===== src/rtl/tx9_pkg.sv =====
// Shared types for the envelope-triggered power/TX scheduler: FSM states,
// round-robin pointer encoding, default word width and the arbitration helper.
package tx9_pkg;

  localparam int DATA_W_DEF = 9;

  typedef enum logic [1:0] {
    OFF    = 2'd0,
    SETTLE = 2'd1,
    ARB    = 2'd2,
    SEND   = 2'd3
  } state_t;

  // Pointer records who was granted last; the other side wins a tie.
  localparam logic RR_A_LAST = 1'b0;
  localparam logic RR_B_LAST = 1'b1;

  function automatic logic pick_b(input logic req_a, input logic req_b, input logic rr_last);
    return req_b && (!req_a || (rr_last == RR_A_LAST));
  endfunction

endpackage


===== src/rtl/sync_rise.sv =====
// Two-flop synchronizer for an asynchronous pin with a registered rising-edge pulse.
// Pin to rise pulse takes three clock edges; q_sync is the synchronized level.
module sync_rise (
  input  logic CLK,
  input  logic RST,
  input  logic d_async,
  output logic q_sync,
  output logic rise
);

  logic meta;
  logic prev;

  always_ff @(posedge CLK) begin
    if (RST) begin
      meta   <= 1'b0;
      q_sync <= 1'b0;
      prev   <= 1'b0;
      rise   <= 1'b0;
    end else begin
      meta   <= d_async;
      q_sync <= meta;
      prev   <= q_sync;
      rise   <= q_sync && !prev;
    end
  end

endmodule


===== src/rtl/tx9_pwr_scheduler.sv =====
// Envelope-triggered power sequencer feeding a 9-bit serializer from two round-robin
// requesters; one word per grant, held until tx_ready, power dropped after idle timeout.
module tx9_pwr_scheduler
  import tx9_pkg::*;
#(
  parameter int DATA_W       = DATA_W_DEF,
  parameter int PWR_SETTLE   = 1000,
  parameter int IDLE_TIMEOUT = 4096
) (
  input  logic              CLK,
  input  logic              RST,
  input  logic              ENV_DET,
  input  logic              req_a,
  input  logic [DATA_W-1:0] data_a,
  output logic              gnt_a,
  input  logic              req_b,
  input  logic [DATA_W-1:0] data_b,
  output logic              gnt_b,
  output logic              tx_valid,
  output logic [DATA_W-1:0] tx_data,
  input  logic              tx_ready,
  output logic              pwr_en,
  output logic              busy
);

  localparam int SET_W = $clog2(PWR_SETTLE + 1);
  localparam int IDL_W = $clog2(IDLE_TIMEOUT + 1);
  localparam logic [SET_W-1:0] SETTLE_LOAD = SET_W'(PWR_SETTLE - 1);
  localparam logic [IDL_W-1:0] IDLE_LAST   = IDL_W'(IDLE_TIMEOUT - 1);

  state_t           state;
  logic             rr_last;
  logic [SET_W-1:0] settle_cnt;
  logic [IDL_W-1:0] idle_cnt;
  logic             env_sync;
  logic             env_rise;
  logic             win_b;

  sync_rise u_env_sync (
    .CLK     (CLK),
    .RST     (RST),
    .d_async (ENV_DET),
    .q_sync  (env_sync),
    .rise    (env_rise)
  );

  assign win_b = pick_b(req_a, req_b, rr_last);

  always_ff @(posedge CLK) begin
    if (RST) begin
      state      <= OFF;
      pwr_en     <= 1'b0;
      busy       <= 1'b0;
      tx_valid   <= 1'b0;
      tx_data    <= '0;
      gnt_a      <= 1'b0;
      gnt_b      <= 1'b0;
      rr_last    <= RR_B_LAST;
      settle_cnt <= '0;
      idle_cnt   <= '0;
    end else begin
      gnt_a <= 1'b0;
      gnt_b <= 1'b0;
      case (state)
        OFF: begin
          if (env_rise) begin
            state      <= SETTLE;
            settle_cnt <= SETTLE_LOAD;
            pwr_en     <= 1'b1;
            busy       <= 1'b1;
          end
        end
        SETTLE: begin
          if (settle_cnt == '0) state <= ARB;
          else settle_cnt <= settle_cnt - 1'b1;
        end
        ARB: begin
          if (req_a || req_b) begin
            tx_data  <= win_b ? data_b : data_a;
            tx_valid <= 1'b1;
            gnt_a    <= !win_b;
            gnt_b    <= win_b;
            rr_last  <= win_b ? RR_B_LAST : RR_A_LAST;
            state    <= SEND;
          end else if (env_sync) begin
            idle_cnt <= '0;
          end else if (idle_cnt == IDLE_LAST) begin
            // Counter restarts so the next power-up gets a full idle window.
            state    <= OFF;
            pwr_en   <= 1'b0;
            busy     <= 1'b0;
            tx_valid <= 1'b0;
            idle_cnt <= '0;
          end else begin
            idle_cnt <= idle_cnt + 1'b1;
          end
        end
        SEND: begin
          if (tx_ready) begin
            tx_valid <= 1'b0;
            idle_cnt <= '0;
            state    <= ARB;
          end
        end
        default: state <= OFF;
      endcase
    end
  end

endmodule

===== config.mk =====
export PLATFORM = sky130hd
export DESIGN_NAME = tx9_pwr_scheduler
export DESIGN_NICKNAME = d
export VERILOG_FILES = /design/src/rtl/tx9_pkg.sv /design/src/rtl/sync_rise.sv /design/src/rtl/tx9_pwr_scheduler.sv
export SDC_FILE = /design/constraint.sdc
export NUM_CORES = 1
export LEC_CHECK = 0
export ABC_AREA = 1
export CAP_MARGIN = 20
export CORE_MARGIN = 2
export CORE_UTILIZATION = 47
export DETAILED_ROUTE_END_ITERATION = 6
export PLACE_DENSITY = 0.82
export RECOVER_POWER = 100
export SLEW_MARGIN = 20
export SYNTH_ARGS = -nofsm -noshare
export SYNTH_HDL_FRONTEND = slang
export SYNTH_SLANG_ARGS = --single-unit

===== constraint.sdc =====
create_clock -name CLK -period 1.6 [get_ports CLK]
set_clock_uncertainty 0.2 [all_clocks]
set_input_delay 0.32 -clock CLK [delete_from_list [all_inputs] [get_ports CLK]]
set_output_delay 0.32 -clock CLK [all_outputs]
set_load 0.005 [all_outputs]

# --- Word-level counts from Yosys, hierarchy flattened ---
# Cells that the tools add are included.
word_totals:
  reg_bits: 43
op_classes:
  muxes: 25
  bitwise_logic: 3
  n_addsub: 2
  n_reduce_logical: 19
  n_eq_ne: 13
op_table:
  columns: ["cell", "count"]
  rows:
  - ["$mux W13", 4]
  - ["$pmux W13 S2", 1]
  - ["$mux W10", 2]
  - ["$pmux W10 S2", 1]
  - ["$add A13 B1 Y13 const B", 1]
  - ["$eq A13 B12 Y1 const B", 1]
  - ["$mux W2", 6]
  - ["$ne A2 B2 Y1 const B", 6]
  - ["$logic_not A10 Y1", 1]
  - ["$reduce_and A5 Y1", 2]
  - ["$sub A10 B1 Y10 const B", 1]
  - ["$mux W9", 1]
  - ["$pmux W2 S4", 1]
  - ["$mux W1", 7]
  - ["$ne A3 B3 Y1 const B", 2]
  - ["$reduce_and A3 Y1", 2]
  - ["$reduce_bool A2 Y1", 3]
  - ["$eq A2 B2 Y1 const B", 2]
  - ["$pmux W1 S2", 2]
  - ["$reduce_and A4 Y1", 1]
  - ["$logic_not A1 Y1", 3]
  - ["$not A1 Y1", 3]
  - ["$reduce_or A3 Y1", 1]
  - ["$eq A2 B1 Y1 const B", 1]
  - ["5 further kinds", 7]

# --- Longest topological paths before layout ---
depth:
  word_depth: 5
  mapped_depth: 11
  depth_no_buf: 11

# --- Hierarchy ---
# A second synthesis with hierarchy kept.
unflattened:
  cells_unflattened: 320
  hier_area_um2: 2220.9
by_module_without_submodules:
  columns: ["mod", "seq_area_each_um2", "area_per_inst_um2", "cells_each", "instances"]
  rows:
  - ["tx9_pwr_scheduler", 780.7, 2105.8, 308, 1]
  - ["sync_rise", 80.1, 115.1, 12, 1]

# --- Worst setup path before layout ---
# OpenSTA, ideal clock, no wires.
synth_path:
  path_type: "register -> register"
  start: "register settle_cnt[0]"
  end: "register settle_cnt[9]"
  path_stages_with_launch: 11
  t_required_ps: 1330
  slack_ps: -94
  arrival_ps: 1423
  period_less_slack_ps: 1694
  cell_sequence: "dfxtp_1 inv_1 ha_1 nand2_1 nor2_1 nand3_2 nand2_1 nand2_2 inv_2 nand2_1 a21oi_1"
synth_via:
  elab_chain_len: 3
  elab_cells_between_ends: 6
synth_rtl:
  columns: ["item", "line", "rtl"]
  rows:
  - ["start, declared", "tx9_pwr_scheduler.sv:33", "logic [SET_W-1:0] settle_cnt;"]
  - ["start signal, assigned", "tx9_pwr_scheduler.sv:75", "else settle_cnt <= settle_cnt - 1'b1;"]
  - ["$sub A10 B1 Y10 / $logic_not A10 Y1 (equally long branches)", "tx9_pwr_scheduler.sv:75, tx9_pwr_scheduler.sv:74", null]
  - ["$mux W10 / $ne A2 B2 Y1 (equally long branches)", null, null]
  - ["$pmux W10 S2 / $reduce_and A3 Y1 (equally long branches)", null, null]
# Parallel ways exist; a longest one is shown, timed or not. The select of a mux whose other input is x is not followed.
# A chain may end at the register's enable or synchronous reset.

# --- Worst setup path in the final report ---
layout_path:
  start: "register state[0]"
  end: "register idle_cnt[12]"
layout_via:
  elab_chain_len: 3
  elab_cells_between_ends: 7
layout_rtl:
  columns: ["item", "line", "rtl"]
  rows:
  - ["start, declared", "tx9_pwr_scheduler.sv:31", "state_t state;"]
  - ["start signal, assigned", "tx9_pwr_scheduler.sv:51", "state <= OFF;"]
  - ["start signal, assigned", "tx9_pwr_scheduler.sv:67", "state <= SETTLE;"]
  - ["start signal, assigned", "tx9_pwr_scheduler.sv:74", "if (settle_cnt == '0) state <= ARB;"]
  - ["$eq A2 B2 Y1", "tx9_pwr_scheduler.sv:64", "case (state)"]
  - ["$ne A2 B2 Y1 (no line) / $reduce_bool A2 Y1 (equally long branches)", null, null]
  - ["$reduce_and A3 Y1 (no line)", null, null]
  - ["end signal, assigned", "tx9_pwr_scheduler.sv:95", "idle_cnt <= idle_cnt + 1'b1;"]
  - ["end, declared", "tx9_pwr_scheduler.sv:34", "logic [IDL_W-1:0] idle_cnt;"]
# Parallel ways exist; a longest one is shown, timed or not.

==> impl_metrics.toml <==
[place]
hpwl_um = 3710
placed_area_um2 = 2770
io_buffers = 37
dp_cells = 423
place_congestion = 0.915
dp_slack_ns = -0.397

[synthesis]
synth.distinct_cells = 34
synth-simple-area-share = 0.358
synth_xor_area_frac = 0.0124
ys_seq_elements = 43
syn_nets = 333
async_flop_share = 0
ys_top_cells_by_area = "dfxtp_1 (41%), nand2_1 (14%), inv_1 (6.9%), nand3_1 (6.4%), nor2_1 (5.9%)"
synth_ff_type = "dfxtp_1"
synthMuxAreaShare = 0
syn_inst = 307
syn_area_per_cell_um2 = 6.88
ys_seq_area_frac = 0.408
synth_edf_count = 0
synth_compound_area_frac = 0.116
synth_top_cell_area_share = 0.408
synthAdderAreaFrac = 0.0118
syn_area_um2 = 2110
yosysTopAreaCell = "dfxtp_1"
yosys_warnings = 0
synth_top_family_by_area = "simple AND/OR/NAND/NOR gates"

[final_layout]
regArea_um2 = 875
drive_above_1_share = 0.338
fin_cells = 445
nets = 418
fill_cells = 256
n_antenna_cell = 0
layout_commonest_cell = "nand2_1"
layout_common_cells = "nand2_1 (67), buf_4 (42), dfxtp_1 (34), inv_1 (32), nor2_1 (24)"
multi_input_comb_area_um2 = 1360
fin_area_um2 = 3330
area_growth_pct = 57.8

[floorplanning]
fp.dieW_um = 71.0
fp.coreArea_um2 = 4350
ios = 38
die-area_um2 = 5050
initial_utilization = 0.485
die_y_um = 71.0
rows = 24

[worst_setup_path]
slowest_delay_ns = 0.36
start_kind = "register"
path_common_cell = "inv_4"
slowest_stage = "dfxtp_2"
worstPathRequired_ns = 1.58
reg2reg_from = "state[0]$_SDFFE_PP0P_"
critPathCaptureType = "register"
r2r_cells = 7
path_class = "reg2reg"
startpoint = "state[0]$_SDFFE_PP0P_"
crit_arrival_ns = 1.71
crit_chain = "inv_4 > nand2_4 > o21ai_4 > inv_4 > buf_4 > o211ai_1 > nor2_1"
crit_fanout = 6

[sta]
post-route-period-util = 1.08
worst_pin_slew_ns = 0.426
max_freq_mhz = 578
tns_ns = -0.712
fin_crit_ns = 1.73
worst_slack_ns = -0.129
hold_ws_ns = 0.217
setup_viol = 17
slew-limit-headroom = 0.716
hold_viol = 0
final_max_slew_viol_count = 0
grt_setup_unrepaired = "yes"

[status]
violations = "negative setup slack"
status = "finished with violations"

[clock_tree]
clk_pin_slew_ns = 0.08
root_buffer = "clkbuf_8"
insertion_delay_ns = 0.31
numCtsBuffers = 5
cts_tree = "done"
clock_sinks = 43
ctsHtreeMaxLevel = 2
clk_path_buf_depth = 2

[routing]
ant_nets = 0
dr.pass1.iters = 5
route.detailed.drc = 0
drt-total-wl_um = 7380
drtIter0Drc = 397
vias = 2572
wl_per_cell_um = 16.6
routed_via_density = 5.78

[global_routing]
grt_use_total = 0.242
grt-ovfl-total = 0
grt_max_degree = 16
grt_pass1_wl_um = 9860
antenna_found_initial = 0
grt_pass1_vias = 2218

[pwr]
intPower_w = 0.00272
power_density_nw_per_um2 = 1320
leakage_nw = 1.51
swShare = 0.380
peakVddDrop_v = 0.000863
combPwrFrac = 0.468
p_switching_w = 0.00167
pwr-share-seq = 0.300
clockPowerShare = 0.232

[min_path]
hold_start = "u_env_sync.prev$_SDFF_PP0_"
min_path_cells = 1
min_path_type = "reg2reg"

[run]
cap_violations = 0
[flip-flops by register name, summed over array words and instances, names as in the netlist]
name and cells:
busy 1, gnt_a 1, gnt_b 1, idle_cnt 13, rr_last 1, settle_cnt 10, state 2, tx_data 9
tx_valid 1, u_env_sync.meta 1, u_env_sync.prev 1, u_env_sync.q_sync 1, u_env_sync.rise 1
[Yosys cell counts, types with 2 or more instances]
| library cell | count |
|---|---|
| buf_2 | 2 |
| o21ai_0 | 10 |
| inv_1 | 39 |
| o21ai_1 | 2 |
| ha_1 | 2 |
| nand3_2 | 2 |
| xor2_1 | 3 |
| a21oi_1 | 16 |
| nor2_2 | 2 |
| nand3_1 | 27 |
| nor3_1 | 6 |
| nor3b_1 | 2 |
| nand2_1 | 80 |
| a31oi_1 | 7 |
| inv_2 | 3 |
| nand2_2 | 3 |
| nand4_1 | 6 |
| nor2_1 | 33 |
| buf_4 | 2 |
| clkbuf_1 | 3 |
| nor3b_2 | 2 |
| dfxtp_1 | 43 |
[worst paths after layout]
| path | end | slack (ns) |
|---|---|---|
| max | idle_cnt[12]$_SDFFE_PP0P_ | -0.13 |
| min | u_env_sync.rise$_SDFF_PP0_ | 0.22 |
| max reg2reg | idle_cnt[12]$_SDFFE_PP0P_ | -0.13 |
| min reg2reg | u_env_sync.rise$_SDFF_PP0_ | 0.22 |
[critical path, delay by kind of cell, from the launching register on]
family / cells / cell delay (ns)
buf+inv: 3 / 0.32
compound gates: 2 / 0.53
flops: 1 / 0.36
simple gates: 2 / 0.19
[per-layer routing]
| metal | global-route usage | vias up | share of wire |
|---|---|---|---|
| met3 | 0.0598 | 48 | 0.080 |
| li1 | - | 1158 | - |
| met2 | 0.421 | 169 | 0.48 |
| met1 | 0.289 | 1197 | 0.39 |
| met5 | 0 | - | 0 |
| met4 | 0.0881 | 0 | 0.052 |
[power by group through the flow]
stage	sequential, W	combinational [W]	clock (W)
after global routing	0.00133	0.00218	0.00107
after floorplan	0.00129	0.000834	0
final	0.00132	0.00205	0.00102
after detailed placement	0.00130	0.00134	0
after CTS	0.00129	0.00150	0.00102
after global placement	0.00130	0.00131	0
[metrics by stage]
stage,power (W),utilization
2_1_floorplan,0.00212,-
3_3_place_gp,0.00261,0.637
3_5_place_dp,0.00264,0.637
4_1_cts,0.00381,0.699
5_1_grt,0.00458,0.766
6_report,0.00439,0.766
[layout make-up]
cell class,count,share of cell area
clock buffer,5,0.0206
tap,52,0.0195
multi-input combinational,215,0.407
timing repair buffer,84,0.214
clock inverter,3,0.0203
sequential,43,0.262
inverter,43,0.0556
[kinds of logic after synthesis]
family | count (synthesis)
xor gates and xnor gates | 3
adders and majority gates | 2
and+or+nand+nor | 168
AOI/OAI and AO/OA | 41
buffers and inverters | 50
DFF | 43
[what timing repair did]
item,CTS,global route
buffers inserted,6,8
resized for setup,49,64
hold buffers,0,0
cloned,1,0
pin swaps,13,27
setup endpoints to repair,44,31
No activity file was read; power rests on OpenSTA's default activity.
==> variant 1, RTL diff (same settings) <==
Change the package constant `DATA_W_DEF` from 9 to 7.
--- a/src/rtl/tx9_pkg.sv
+++ b/src/rtl/tx9_pkg.sv
@@ -3,5 +3,5 @@
 package tx9_pkg;
 
-  localparam int DATA_W_DEF = 9;
+  localparam int DATA_W_DEF = 7;
 
   typedef enum logic [1:0] {
Ports: changed (resized data_a, data_b and tx_data); port bits go from 38 to 32. The function was not compared with the original's and may differ.
==> variant 1 against the unedited design <==
  * The flow still finishes with violations (setup timing)
  * Final area fell by 7.4%
  * Global-route usage fell by 0.71 points
  * Synthesized area fell by 1.9%
  * Worst setup slack got worse by 0.073 ns
  * Die area fell by 1.8%
  * Largest cell class unchanged
  * Power fell by 8.0%
  * Sequential cell count fell by 2
  * Largest power group unchanged
  * Routed wire length fell by 1.7%
==> variant 1: results (changes against the unedited design) <==
total of buffers placed on input and output ports=31 (-16%); fraction of registers with async set/reset=0 (unchanged); reg-to-reg startpoint=idle_cnt[4]$_SDFFE_PP0P_; Top Registers=idle_cnt: 13 flops, settle_cnt: 10 flops, tx_data: 7 flops; number of setup violations in the final report=8 (-9); worst vdd rail ir drop=1.18 mV (+37%); most numerous cell types in the synthesized netlist=sky130_fd_sc_hd__nand2_1 (74), sky130_fd_sc_hd__dfxtp_1 (41), sky130_fd_sc_hd__nor2_1 (39), sky130_fd_sc_hd__inv_1 (28), sky130_fd_sc_hd__nand3_1 (26); Reg clk slew, reported paths=0.08 ns (about the same); Crit Path Max Fanout=5 (-1); data arrival time of the critical path=1.82 ns (+0.11 ns); worst slack at placement=-0.409 ns (-0.0116 ns); startpoint of the worst hold path=u_env_sync.prev$_SDFF_PP0_; pin count of the biggest net entering global routing=13 (-3); Final WS setup=-0.202 ns (-0.0735 ns); relative slew slack=0.704 (-0.0112); weighted congestion reported at the end of routability-driven placement=0.865 (-5.5%); proportion of cell area occupied by registers=0.273 (+0.0108); post-detailed-placement cell area=2670 µm² (-3.7%); Multi-Input Combinational=220 (+2.3%); tightest hold margin=0.218 ns (+0.00173 ns); cells on worst reg2reg path=8 (+1); Starting DRT DRC Count=255 (-36%); fraction of area in multi-input gates=0.431 (+0.0240); setup total negative slack=-0.670 ns (+0.0423 ns); layout inverter count without the clock tree=35 (-19%); YS warnings=0 (unchanged); largest cells by area after synthesis=sky130_fd_sc_hd__dfxtp_1 (40%), sky130_fd_sc_hd__nand2_1 (13%), sky130_fd_sc_hd__nor2_1 (7.1%); filler cell count=299 (+17%); failing checks=setup timing; capturing point of the worst reg2reg path=state[1]$_SDFFE_PP0P_; total clock sinks=41 (-4.7%); first-pass GRT wire length=9460 µm (-4.1%); Vias=2441 (-5.1%); run status=complete, but fails checks; ratio of cells with drive above 1 in the final layout=0.325 (-0.0131); total leakage power=1.43 nW (-5.3%); non-clock buffer total of the final layout=72 (-14%); Post-Synthesis Net Count=322 (-3.3%); Unique masters post-synth=35 (+2.9%); wire length per cell=17.0 µm (+2.5%); proportion of cell area spent on the clock network=0.0336 (-0.00727); HPWL after detailed placement=3720 µm (+0.34%); Area Overhead vs Synth=49.0%; via count of the first global-routing pass=2117 (-4.6%); final-stage net count=397 (-5.0%); Non-clock buffers, area share=0.196 (-0.0186)
variant 1: changes by cell type after synthesis, sizes merged, moves of 3 or more:
| cell | delta |
|---|---|
| nand4 | -6 |
| nor3 | +5 |
| nand2 | -3 |
| o21bai | +4 |
| nor2 | +8 |
| inv | -10 |
| a21oi | +5 |
| nor3b | -3 |
variant 1: report_power, final:
part,internal (W),switching [W]
Clock,0.000454,0.000385
Sequential,0.00116,0.000170
Combinational,0.000800,0.00107
Total,0.00241,0.00162
variant 1: cell families after synthesis:
logic type	Yosys count	synth area share
and+or+nand+nor	167	0.359
AOI/OAI and AO/OA	47	0.140
DFF	41	0.396
buffers and inverters	40	0.0803
xor gates and xnor gates	3	0.0127
adders and majority gates	2	0.0121
variant 1: what timing repair did:
action,CTS,global route
pin swaps,12,25
resized for setup,43,52
buffers inserted,5,3
gates cloned,0,1
setup endpoints to repair,33,28
variant 1: per-layer routing:
layer / up-vias / part of all wire / global-route usage
li1: 1115 / - / -
met3: 54 / 0.086 / 0.0577
met1: 1087 / 0.37 / 0.289
met4: 0 / 0.061 / 0.0940
met5: - / 0 / 0
met2: 185 / 0.48 / 0.391
variant 1: critical path, stage by stage, from the launching register on:
cell and delay (ns):
sky130_fd_sc_hd__dfxtp_4 0.40, sky130_fd_sc_hd__nand2_1 0.11, sky130_fd_sc_hd__inv_2 0.08, sky130_fd_sc_hd__nand2_1 0.12, sky130_fd_sc_hd__nor2_4 0.13, sky130_fd_sc_hd__nand2_4 0.10, sky130_fd_sc_hd__a21oi_4 0.23, sky130_fd_sc_hd__nand3_1 0.15
sky130_fd_sc_hd__a21oi_1 0.20
variant 1: metrics by stage:
stage | utilization | cells
after floorplan | - | 300
after global placement | 0.622 | 411
after detailed placement | 0.622 | 411
after CTS | 0.675 | 423
after global routing | 0.719 | 427
final | 0.719 | 427
==> variant 2, RTL diff (same flow settings) <==
Made on the original files. Re-encode `state_t` (4 states) as one-hot, 4 bits wide.
--- a/src/rtl/tx9_pkg.sv
+++ b/src/rtl/tx9_pkg.sv
@@ -5,9 +5,9 @@
   localparam int DATA_W_DEF = 9;
 
-  typedef enum logic [1:0] {
-    OFF    = 2'd0,
-    SETTLE = 2'd1,
-    ARB    = 2'd2,
-    SEND   = 2'd3
+  typedef enum logic [3:0] {
+    OFF    = 4'b0001,
+    SETTLE = 4'b0010,
+    ARB    = 4'b0100,
+    SEND   = 4'b1000
   } state_t;
 
Check against the original RTL: same outputs for any inputs over 10 cycles, from zero or initial values and one cycle with RST high; not proved beyond that.
==> variant 2 against the unedited design <==
  * The flow still finishes with violations (setup timing)
  * Global-route usage decreased by 3.7 points
  * Power decreased by 7.3%
  * First-iteration DRC count decreased by 75%
  * Final area increased by 2.0%
  * Routed wire length decreased by 18%
  * Synthesized area increased by 11%
  * Non-clock buffer count decreased by 5
  * Synthesized cell count increased by 9.4%
  * Worst setup slack improved by 0.081 ns
  * Sequential cell count increased by 2
  * Cell count increased by 9.0%
==> variant 2: results (changes against the unedited design) <==
gate family responsible for the most delay along the worst path=simple AND/OR/NAND/NOR gates; share of synthesized area occupied by flip-flops and latches=0.385 (-0.0226); failing checks=setup timing; Non-clock buffers, area share=0.203 (-0.0115); placed cell count=466 (+10%); run status=complete, but fails checks; first-pass GRT wire length=8850 µm (-10%); synthesized area per cell=6.96 µm² (+1.2%); number of setup buffers added after CTS=2 (-4); most numerous cell types in the synthesized netlist=sky130_fd_sc_hd__nand2_1 (96), sky130_fd_sc_hd__dfxtp_1 (45), sky130_fd_sc_hd__nor2_1 (45), sky130_fd_sc_hd__nand3_1 (33), sky130_fd_sc_hd__inv_1 (32); Crit Path Max Fanout=7 (+1); global-route total usage across every layer=0.205 (-0.0371); filler cell count=379 (+48%); proportion of cell area spent on the clock network=0.0298 (-0.0111); power consumed by sequential cells=0.00140 W (+6%); routed length on met1=2630 µm (-8.9%); largest cells by area after synthesis=sky130_fd_sc_hd__dfxtp_1 (39%), sky130_fd_sc_hd__nand2_1 (15%), sky130_fd_sc_hd__nor2_1 (7.2%); Final WS setup=-0.0475 ns (+0.0811 ns); pin count of the biggest net entering global routing=19 (+3); relative slew slack=0.689 (-0.0269); gate count after technology mapping=336 (+9.4%); wire length per cell=12.4 µm (-25%); met3 wire length=327 µm (-44%); setup total negative slack=-0.114 ns (+0.598 ns); post-detailed-placement cell area=2980 µm² (+7.5%); number of setup violations in the final report=6 (-11); ratio of cells with drive above 1 in the final layout=0.340 (+0.00129); Int Power=0.00251 W (-7.7%); cells on worst reg2reg path=8 (+1); worst slack at placement=-0.408 ns (-0.0105 ns)
## variant 2: cell types whose count changed after synthesis, moves of 6 or more
cell	delta
sky130_fd_sc_hd__a21oi_1	-7
sky130_fd_sc_hd__a21oi_2	+9
sky130_fd_sc_hd__a31oi_1	-7
sky130_fd_sc_hd__inv_1	-7
sky130_fd_sc_hd__nand2_1	+16
sky130_fd_sc_hd__nand2_2	+8
sky130_fd_sc_hd__nand3_1	+6
sky130_fd_sc_hd__nor2_1	+12
## variant 2: path summary, 6_finish.rpt
path                         startpoint                         end  slack [ns]
max               state[2]$_SDFFE_PP0P_  settle_cnt[7]$_SDFFE_PP0P_       -0.05
min          u_env_sync.prev$_SDFF_PP0_  u_env_sync.rise$_SDFF_PP0_        0.19
max reg2reg       state[2]$_SDFFE_PP0P_  settle_cnt[7]$_SDFFE_PP0P_       -0.05
min reg2reg  u_env_sync.prev$_SDFF_PP0_  u_env_sync.rise$_SDFF_PP0_        0.19
